### src/rtl/key_bounce_gen.sv
`default_nettype none
// ============================================================================
// Module   : key_bounce_gen
// Brief    : Push-button emulator. Each accepted start request drives the
//            active-low key line through press bounce, a stable hold, release
//            bounce and a quiet gap, then returns to idle with a done pulse.
// Options  : KEY_BOUNCE_GEN_BOUNCE_EN - when defined, bounce phases follow
//            bit 0 of a 16-bit LFSR; when undefined, the LFSR is removed and
//            each press produces exactly one falling and one rising edge.
// Revision : 1.0 - initial release
// ============================================================================
module key_bounce_gen #(
    parameter logic [15:0] CNT_BOUNCE = 16'd10,
    parameter logic [15:0] CNT_HOLD   = 16'd30,
    parameter logic [15:0] CNT_GAP    = 16'd10,
    parameter logic [15:0] LFSR_SEED  = 16'hACE1
) (
    input  logic       sys_clk,
    input  logic       sys_rst_n,
    input  logic       start,
    output logic       key_out,
    output logic       busy,
    output logic       done,
    output logic [7:0] press_cnt
);

    // A zero seed would lock the LFSR, so it is replaced by a known-good value
    localparam logic [15:0] c_SEED = (LFSR_SEED == 16'd0) ? 16'hACE1 : LFSR_SEED;

    typedef enum logic [2:0] {
        S_IDLE    = 3'd0,
        S_PRESS_B = 3'd1,
        S_HOLD    = 3'd2,
        S_REL_B   = 3'd3,
        S_GAP     = 3'd4
    } state_t;

    state_t      state_q, state_d;
    logic [15:0] cnt_q, cnt_d;
    logic        key_q, key_d;
    logic        done_q, done_d;
    logic [7:0]  press_cnt_q, press_cnt_d;

    logic [15:0] w_phase_len;
    logic        w_phase_last;
    logic        w_bounce_press;
    logic        w_bounce_rel;

    // Length of the phase the FSM is currently in
    always_comb begin
        w_phase_len = 16'd1;
        case (state_q)
            S_PRESS_B, S_REL_B: w_phase_len = CNT_BOUNCE;
            S_HOLD:             w_phase_len = CNT_HOLD;
            S_GAP:              w_phase_len = CNT_GAP;
            default:            w_phase_len = 16'd1;
        endcase
    end

    assign w_phase_last = (cnt_q == (w_phase_len - 16'd1));

    // Next-state, phase counter, done pulse and press counter
    always_comb begin
        state_d     = state_q;
        cnt_d       = cnt_q;
        done_d      = 1'b0;
        press_cnt_d = press_cnt_q;
        case (state_q)
            S_IDLE: begin
                if (start) begin
                    state_d = S_PRESS_B;
                end
            end
            S_PRESS_B: begin
                if (w_phase_last) begin
                    state_d = S_HOLD;
                end
            end
            S_HOLD: begin
                if (w_phase_last) begin
                    state_d = S_REL_B;
                end
            end
            S_REL_B: begin
                if (w_phase_last) begin
                    state_d = S_GAP;
                end
            end
            S_GAP: begin
                if (w_phase_last) begin
                    state_d = S_IDLE;
                    done_d  = 1'b1;
                end
            end
            default: begin
                state_d = S_IDLE;
            end
        endcase

        // Counter restarts at every phase boundary and idles at zero
        if (state_d != state_q) begin
            cnt_d = 16'd0;
        end else if (state_q != S_IDLE) begin
            cnt_d = cnt_q + 16'd1;
        end

        if ((state_q != S_HOLD) && (state_d == S_HOLD)) begin
            press_cnt_d = press_cnt_q + 8'd1;
        end
    end

`ifdef KEY_BOUNCE_GEN_BOUNCE_EN
    logic [15:0] lfsr_q, lfsr_d;
    logic        w_fb;

    assign w_fb = lfsr_q[15] ^ lfsr_q[13] ^ lfsr_q[12] ^ lfsr_q[10];

    // Advance the bounce source only while a bounce phase is active
    always_comb begin
        lfsr_d = lfsr_q;
        if ((state_q == S_PRESS_B) || (state_q == S_REL_B)) begin
            lfsr_d = {lfsr_q[14:0], w_fb};
        end
    end

    // LFSR register, reseeded only by reset
    always_ff @(posedge sys_clk or negedge sys_rst_n) begin
        if (!sys_rst_n) begin
            lfsr_q <= c_SEED;
        end else begin
            lfsr_q <= lfsr_d;
        end
    end

    assign w_bounce_press = lfsr_q[0];
    assign w_bounce_rel   = lfsr_q[0];
`else
    logic w_unused_seed;

    // Without bounce the line simply stays at its pre-phase level
    assign w_bounce_press = 1'b1;
    assign w_bounce_rel   = 1'b0;
    assign w_unused_seed  = ^c_SEED;
`endif

    // Key level for the next cycle; last bounce cycle forces the settled level
    always_comb begin
        key_d = 1'b1;
        case (state_q)
            S_PRESS_B: key_d = w_phase_last ? 1'b0 : w_bounce_press;
            S_HOLD:    key_d = 1'b0;
            S_REL_B:   key_d = w_phase_last ? 1'b1 : w_bounce_rel;
            default:   key_d = 1'b1;
        endcase
    end

    // State and output registers; reset releases the key immediately
    always_ff @(posedge sys_clk or negedge sys_rst_n) begin
        if (!sys_rst_n) begin
            state_q     <= S_IDLE;
            cnt_q       <= 16'd0;
            key_q       <= 1'b1;
            done_q      <= 1'b0;
            press_cnt_q <= 8'd0;
        end else begin
            state_q     <= state_d;
            cnt_q       <= cnt_d;
            key_q       <= key_d;
            done_q      <= done_d;
            press_cnt_q <= press_cnt_d;
        end
    end

    assign key_out   = key_q;
    assign busy      = (state_q != S_IDLE);
    assign done      = done_q;
    assign press_cnt = press_cnt_q;

endmodule
`default_nettype wire
### config.mk
export PLATFORM = sky130hd
export DESIGN_NAME = key_bounce_gen
export DESIGN_NICKNAME = d
export VERILOG_FILES = /design/src/rtl/key_bounce_gen.sv
export SDC_FILE = /design/constraint.sdc
export NUM_CORES = 1
export LEC_CHECK = 0
export BUFFER_PORTS_ARGS = -buffer_cell sky130_fd_sc_hd__buf_4
export CAP_MARGIN = 20
export CORE_ASPECT_RATIO = 0.7
export CORE_MARGIN = 5
export CORE_UTILIZATION = 24
export CTS_CLUSTER_SIZE = 40
export DETAILED_ROUTE_END_ITERATION = 10
export PLACE_DENSITY = 0.45
export SLEW_MARGIN = 40
export SYNTH_ARGS = -nofsm -noshare
export SYNTH_HDL_FRONTEND = slang
export SYNTH_SLANG_ARGS = --single-unit
export TNS_END_PERCENT = 100
### constraint.sdc
create_clock -name sys_clk -period 2.5 [get_ports sys_clk]
set_clock_uncertainty 0.15 [all_clocks]
set_input_delay 0.5 -clock sys_clk [delete_from_list [all_inputs] [get_ports sys_clk]]
set_output_delay 0.5 -clock sys_clk [all_outputs]
set_load 0.05 [all_outputs]
==> results of run 1 <==
==> cells by family (layout without fill, tap and decap cells) <==
kind of cell	after synthesis	after routing	share of synthesized area, %
simple gates	69	69	23.7
xor+xnor	20	20	11.8
mux	5	5	3.55
flops	29	29	49.1
fa+ha+maj	2	2	1.69
compound gates	14	14	8.19
buf+inv	7	31	1.94
==> how the worst min path moves through the flow <==
stage	startpoint	to	slack, ns	depth (start not counted)
final	press_cnt[7]	press_cnt[7]	0.32	1
after detailed placement	sys_rst_n	done	0.30	1
after global routing	press_cnt[7]	press_cnt[7]	0.34	1
after floorplan	sys_rst_n	cnt_q[0]	0.05	0
after CTS	press_cnt[7]	press_cnt[7]	0.33	1
after global placement	sys_rst_n	done	0.30	1
==> timing repair <==
| item | CTS | global route |
|---|---|---|
| hold buffers | 1 | 0 |
| endpoints found under the setup margin | 0 | 2 |
| resized for setup | 0 | 0 |
| hold endpoints to repair | 5 | 0 |
| buffers inserted | 0 | 1 |
==> metrics by stage <==
step                      setup WS, ns  std cells  cell area (um2)  utilization, %
after floorplan                 0.0465        146             1480               -
after global placement           0.182        238             1700            27.8
after detailed placement         0.116        238             1700            27.8
after CTS                        0.100        247             1830            29.9
after global routing            0.0266        248             1840            30.0
final                            0.175        248             1840            30.0
==> cell type report <==
type / instances / area, um2
Fill cell: 661 / 4290
Sequential cell: 29 / 727
Multi-Input combinational cell: 110 / 726
Timing Repair Buffer: 21 / 160
Tap cell: 78 / 97.6
Clock buffer: 6 / 82.6
Clock inverter: 2 / 37.5
Inverter: 2 / 7.51
==> where the power goes <==
part / internal [W] / switching, W
combinational: 0.000294 / 0.000465
clock: 0.000324 / 0.000183
sequential: 0.000577 / 0.000136
total: 0.00120 / 0.000784
==> cell usage in the layout, fill, tap and decap left out, types with 2 or more instances in the layout <==
cell	Yosys	layout
nand2_1	11	11
and2_1	2	2
ha_1	2	2
and3_1	7	7
nand3_1	5	5
mux2i_1	3	3
a211o_1	2	2
o21ai_0	4	4
inv_1	2	2
xnor2_1	10	10
a21oi_1	2	2
dfrtp_1	28	28
nand3b_1	2	2
nor2_1	23	23
or3_1	2	2
xor2_1	10	10
buf_4	0	20
nor4_1	5	5
clkbuf_8	0	6
nand4_1	8	8
==> layer usage <==
metal,vias to the layer above,share of wire (%),track usage (%)
li1,560,-,-
met1,537,52,11.8
met2,9,45,12.9
met3,2,1.9,2.54
met4,0,0.86,2.59
met5,-,0,0
==> sequential cells by signal (all words and copies together) (netlist names) <==
name / count
cnt_q: 16
done: 1
state_q: 3
key_out: 1
press_cnt: 8
==> impl_metrics.yaml, run 1 <==
run_status:
  status: "finished, final reports clean"
timing:
  tightest_slew_ns: 0.619
  setup_violations: 0
  final_hold_viol_count: 0
  slew_violations: 0
  setup-tns-final_ns: 0
  fmax_mhz: 430
  rsz0062_at_grt: "no"
  finalCritPeriodShare_pct: 93.0
  holdWs_ns: 0.324
  period_needed_ns: 2.33
  timing.slew.headroom_pct: 58.3
routing:
  via_per_inst: 4.47
  vias: 1108
  postRouteAntennaNets: 0
  drc: 0
  drt_iter0_markers: 44
  wl_per_cell_um: 12.6
  dr.pass1.iters: 4
  wl_um: 3130
synthesis:
  synth.avg_cell_area_um2: 10.1
  synth_common_cells: "dfrtp_1 (28), nor2_1 (23), nand2_1 (11)"
  synth.cell_area_um2: 1480
  ys_types: 33
  synth_seq_cells: 29
  synth_top_area_share_pct: 47.3
  ys_seq_area_share_pct: 49.1
  ys.flop_type: "dfrtp_1"
  synth_area_leader_cell: "dfrtp_1"
  async_reset_ff_share_pct: 100
  yosysWarnings: 0
  yosysMostFrequentCell: "dfrtp_1"
  synthTopCellsByArea: "dfrtp_1 (47%), xnor2_1 (5.9%), xor2_1 (5.9%)"
  synth_edf_count: 0
  syn_inst: 146
  syn_nets: 151
placed_design:
  dpl.hpwl_um: 2350
  place_congestion: 0.764
  portBuffers: 13
global_routing:
  grt_pass1_wl_um: 5400
  grt_overflow: 0
  grt_pass1_vias: 1108
  antenna_found_initial: 0
  grt_usage_pct: 8.48
  grt_max_degree: 30
clock_tree:
  cts_tree: "yes"
  cts.sinks: 29
  clkTransAtPathRegs_ns: 0.07
  clk_path_buf_depth: 2
  cts_root_buffer: "clkbuf_8"
  insertion_delay_ns: 0.27
  cts_buffers: 5
  h-tree-depth: 2
critical_path:
  cp.required_ns: 2.51
  rr_worst_depth: 6
  ff2ff_setup_slack_ns: 0.17
  worstSetupStartpointType: "register"
  timing_worst_setup_path_type: "reg -> reg"
  crit_end: "press_cnt[1]"
  cp_cell_sequence: "buf_4 -> o21ai_0 -> nand4_1 -> a2111oi_4 -> buf_4 -> mux2_1"
  end_kind: "register"
  crit_arrival_ns: 2.33
  critPathMaxStageDelay_ns: 0.43
  cp_max_fo: 8
  startpoint: "state_q[0]"
  r2r_end: "press_cnt[1]"
  slowest_stage: "dfrtp_1"
  path_delay_family: "compound AO/OA/AOI/OAI gates"
  timing.rr.start: "state_q[0]"
  crit_buf_inv: 2
  crit_cells: 6
  crit_top_cell: "buf_4"
power_and_ir_drop:
  p_leak_nw: 0.823
  ir_worst_vdd_mv: 0.299
  p_total_w: 0.00198
  power.density_nw_per_um2: 1080
cells_and_area:
  layout-area-overhead-vs-synth_pct: 24.1
  final_layout_size_suffix_gt1_share_pct: 18.8
  diodes: 0
  layout.nets: 174
worst_hold_path:
  hold_class: "reg -> reg"
die:
  ios: 14
  die_w_um: 104
  die_y_um: 75.7
  coreArea_um2: 6130
  std_cell_rows: 24
  start_util_pct: 24.2
  die_area_um2: 7870
flow_run:
  drv_cap: 0
Note: power is estimated with default switching activity, not from simulation.
==> run 2, diff against run 1 <==
- CORE_UTILIZATION: 24 -> 35
- PLACE_DENSITY: 0.45 -> 0.58
==> run 2 against run 1 <==
The flow now finishes with violations (negative hold slack). Sequential cell count unchanged. Die area decreased by 28%. Critical path depth unchanged. Final cell count decreased by 11%. Fmax increased by 2.3%. Critical path type unchanged. Largest cell class unchanged. Highest routed layer unchanged.
==> impl_metrics.yaml, run 2 (synthesis results as in run 1) <==
routing:
  drt_iter0_markers: 51
  vias: 1129
  wl_per_cell_um: 13.8
  drc: 0
  dr.pass1.iters: 4
  via_per_inst: 5.13
  wl_um: 3040
  postRouteAntennaNets: 0
die:
  ios: 14
  die_y_um: 64.4
  std_cell_rows: 19
  start_util_pct: 37.1
  die_w_um: 87.8
  die_area_um2: 5650
  coreArea_um2: 3990
power_and_ir_drop:
  power.density_nw_per_um2: 1050
  p_leak_nw: 0.805
  ir_worst_vdd_mv: 0.560
global_routing:
  grt_pass1_wl_um: 5220
  antenna_found_initial: 0
  grt_pass1_vias: 1089
  grt_max_degree: 30
  grt_overflow: 0
  grt_usage_pct: 11.9
critical_path:
  worstSetupStartpointType: "register"
  crit_arrival_ns: 2.27
  timing_worst_setup_path_type: "reg -> reg"
  end_kind: "register"
  cp_max_fo: 8
  cp.required_ns: 2.50
  critPathMaxStageDelay_ns: 0.41
  cp_cell_sequence: "buf_4 -> o21ai_0 -> nand4_1 -> a2111oi_4 -> buf_4 -> mux2_1"
  rr_worst_depth: 6
  slowest_stage: "dfrtp_1"
  crit_top_cell: "buf_4"
placed_design:
  dpl.hpwl_um: 2220
  placedCellCount: 211
  portBuffers: 13
  place_congestion: 0.771
clock_tree:
  clkTransAtPathRegs_ns: 0.06
  cts_tree: "yes"
  insertion_delay_ns: 0.27
  cts.sinks: 29
  h-tree-depth: 2
  cts_buffers: 5
  cts_root_buffer: "clkbuf_8"
  clk_path_buf_depth: 2
  hold_buffers: 0
cells_and_area:
  final_layout_size_suffix_gt1_share_pct: 17.9
  layout.nets: 173
  largest_reg_flops: 16
  diodes: 0
  stdcell_count: 220
  final_cell_mix: "dfrtp_1 (28), nor2_1 (23), buf_4 (20)"
  final_common_cell: "dfrtp_1"
  regMostFlops: "cnt_q"
  layout-area-overhead-vs-synth_pct: 18.9
run_status:
  status: "complete, but fails checks"
  violations: "negative hold slack"
timing:
  setup_violations: 0
  fmax_mhz: 440
  finalCritPeriodShare_pct: 90.9
  holdWs_ns: -0.00141
  tightest_slew_ns: 0.674
  rsz0062_at_grt: "no"
  slew_violations: 0
  setup-tns-final_ns: 0
  final_hold_viol_count: 5
  timing.slew.headroom_pct: 54.7
  period_needed_ns: 2.27
worst_hold_path:
  hold_class: "in -> async"
flow_run:
  drv_cap: 0
==> run 2: cell types whose count changed in the layout (fill, tap and decap cells not counted), sizes merged <==
| cell | change |
|---|---|
| bufinv | -1 |
| clkbuf | +1 |
| clkinvlp | -1 |
| dlygate4sd3 | -1 |
==> run 2: power by group <==
group / internal, W / switching (W) / leakage [nW]
Sequential: 0.000577 / 0.000126 / 0.384
Combinational: 0.000292 / 0.000478 / 0.377
Clock: 0.000218 / 0.000160 / 0.0443
Total: 0.00109 / 0.000764 / 0.805
==> run 2: worst max-delay path, delay by kind of cell (launching register included) <==
family          cells  cell delay, ns
compound gates      2            0.64
flops               1            0.41
buf+inv             2            0.37
mux                 1            0.33
simple gates        1            0.24
==> run 2: area by class of cell <==
class	instances	area, um2
Timing Repair Buffer	20	150
Inverter	2	7.51
Tap cell	52	65.1
Sequential cell	29	727
Clock buffer	7	86.3
Fill cell	387	2230
Multi-Input combinational cell	110	726
==> run 2: what timing repair did <==
action / 4_1_cts / 5_1_grt
endpoints found under the setup margin: 0 / 6
gates resized for setup: 0 / 0
setup buffers: 0 / 2
==> run 2: worst paths after layout <==
| check | from | endpoint | slack [ns] |
|---|---|---|---|
| setup / recovery | state_q[1] | press_cnt[1] | 0.23 |
| hold / removal | sys_rst_n | state_q[1] | -0.001 |
| setup reg to reg | state_q[1] | press_cnt[1] | 0.23 |
| hold reg to reg | press_cnt[7] | press_cnt[7] | 0.32 |
| max in group asynchronous | sys_rst_n | key_out | 1.90 |
| min in group sys_clk | press_cnt[7] | press_cnt[7] | 0.32 |
==> run 2: per-stage QoR <==
stage	total power [W]	util (%)	hold slack [ns]	instance area, um2	setup WS [ns]
3_5_place_dp	0.00147	41.6	0.300	1660	0.132
5_1_grt	0.00197	44.1	0.0271	1760	0.0306
3_3_place_gp	0.00145	41.6	0.292	1660	0.211
2_1_floorplan	0.00124	-	0.0544	1480	0.0465
4_1_cts	0.00185	43.7	0.00533	1750	0.121
6_report	0.00185	44.1	-0.00141	1760	0.228
==> run 2: metal layers <==
layer / track usage, % / wire length (um) / share of wire, %
met1: 18.2 / 1580 / 52
met2: 15.6 / 1310 / 43
met3: 2.91 / 117 / 3.8
met4: 5.17 / 36 / 1.2
met5: 0 / 0 / 0
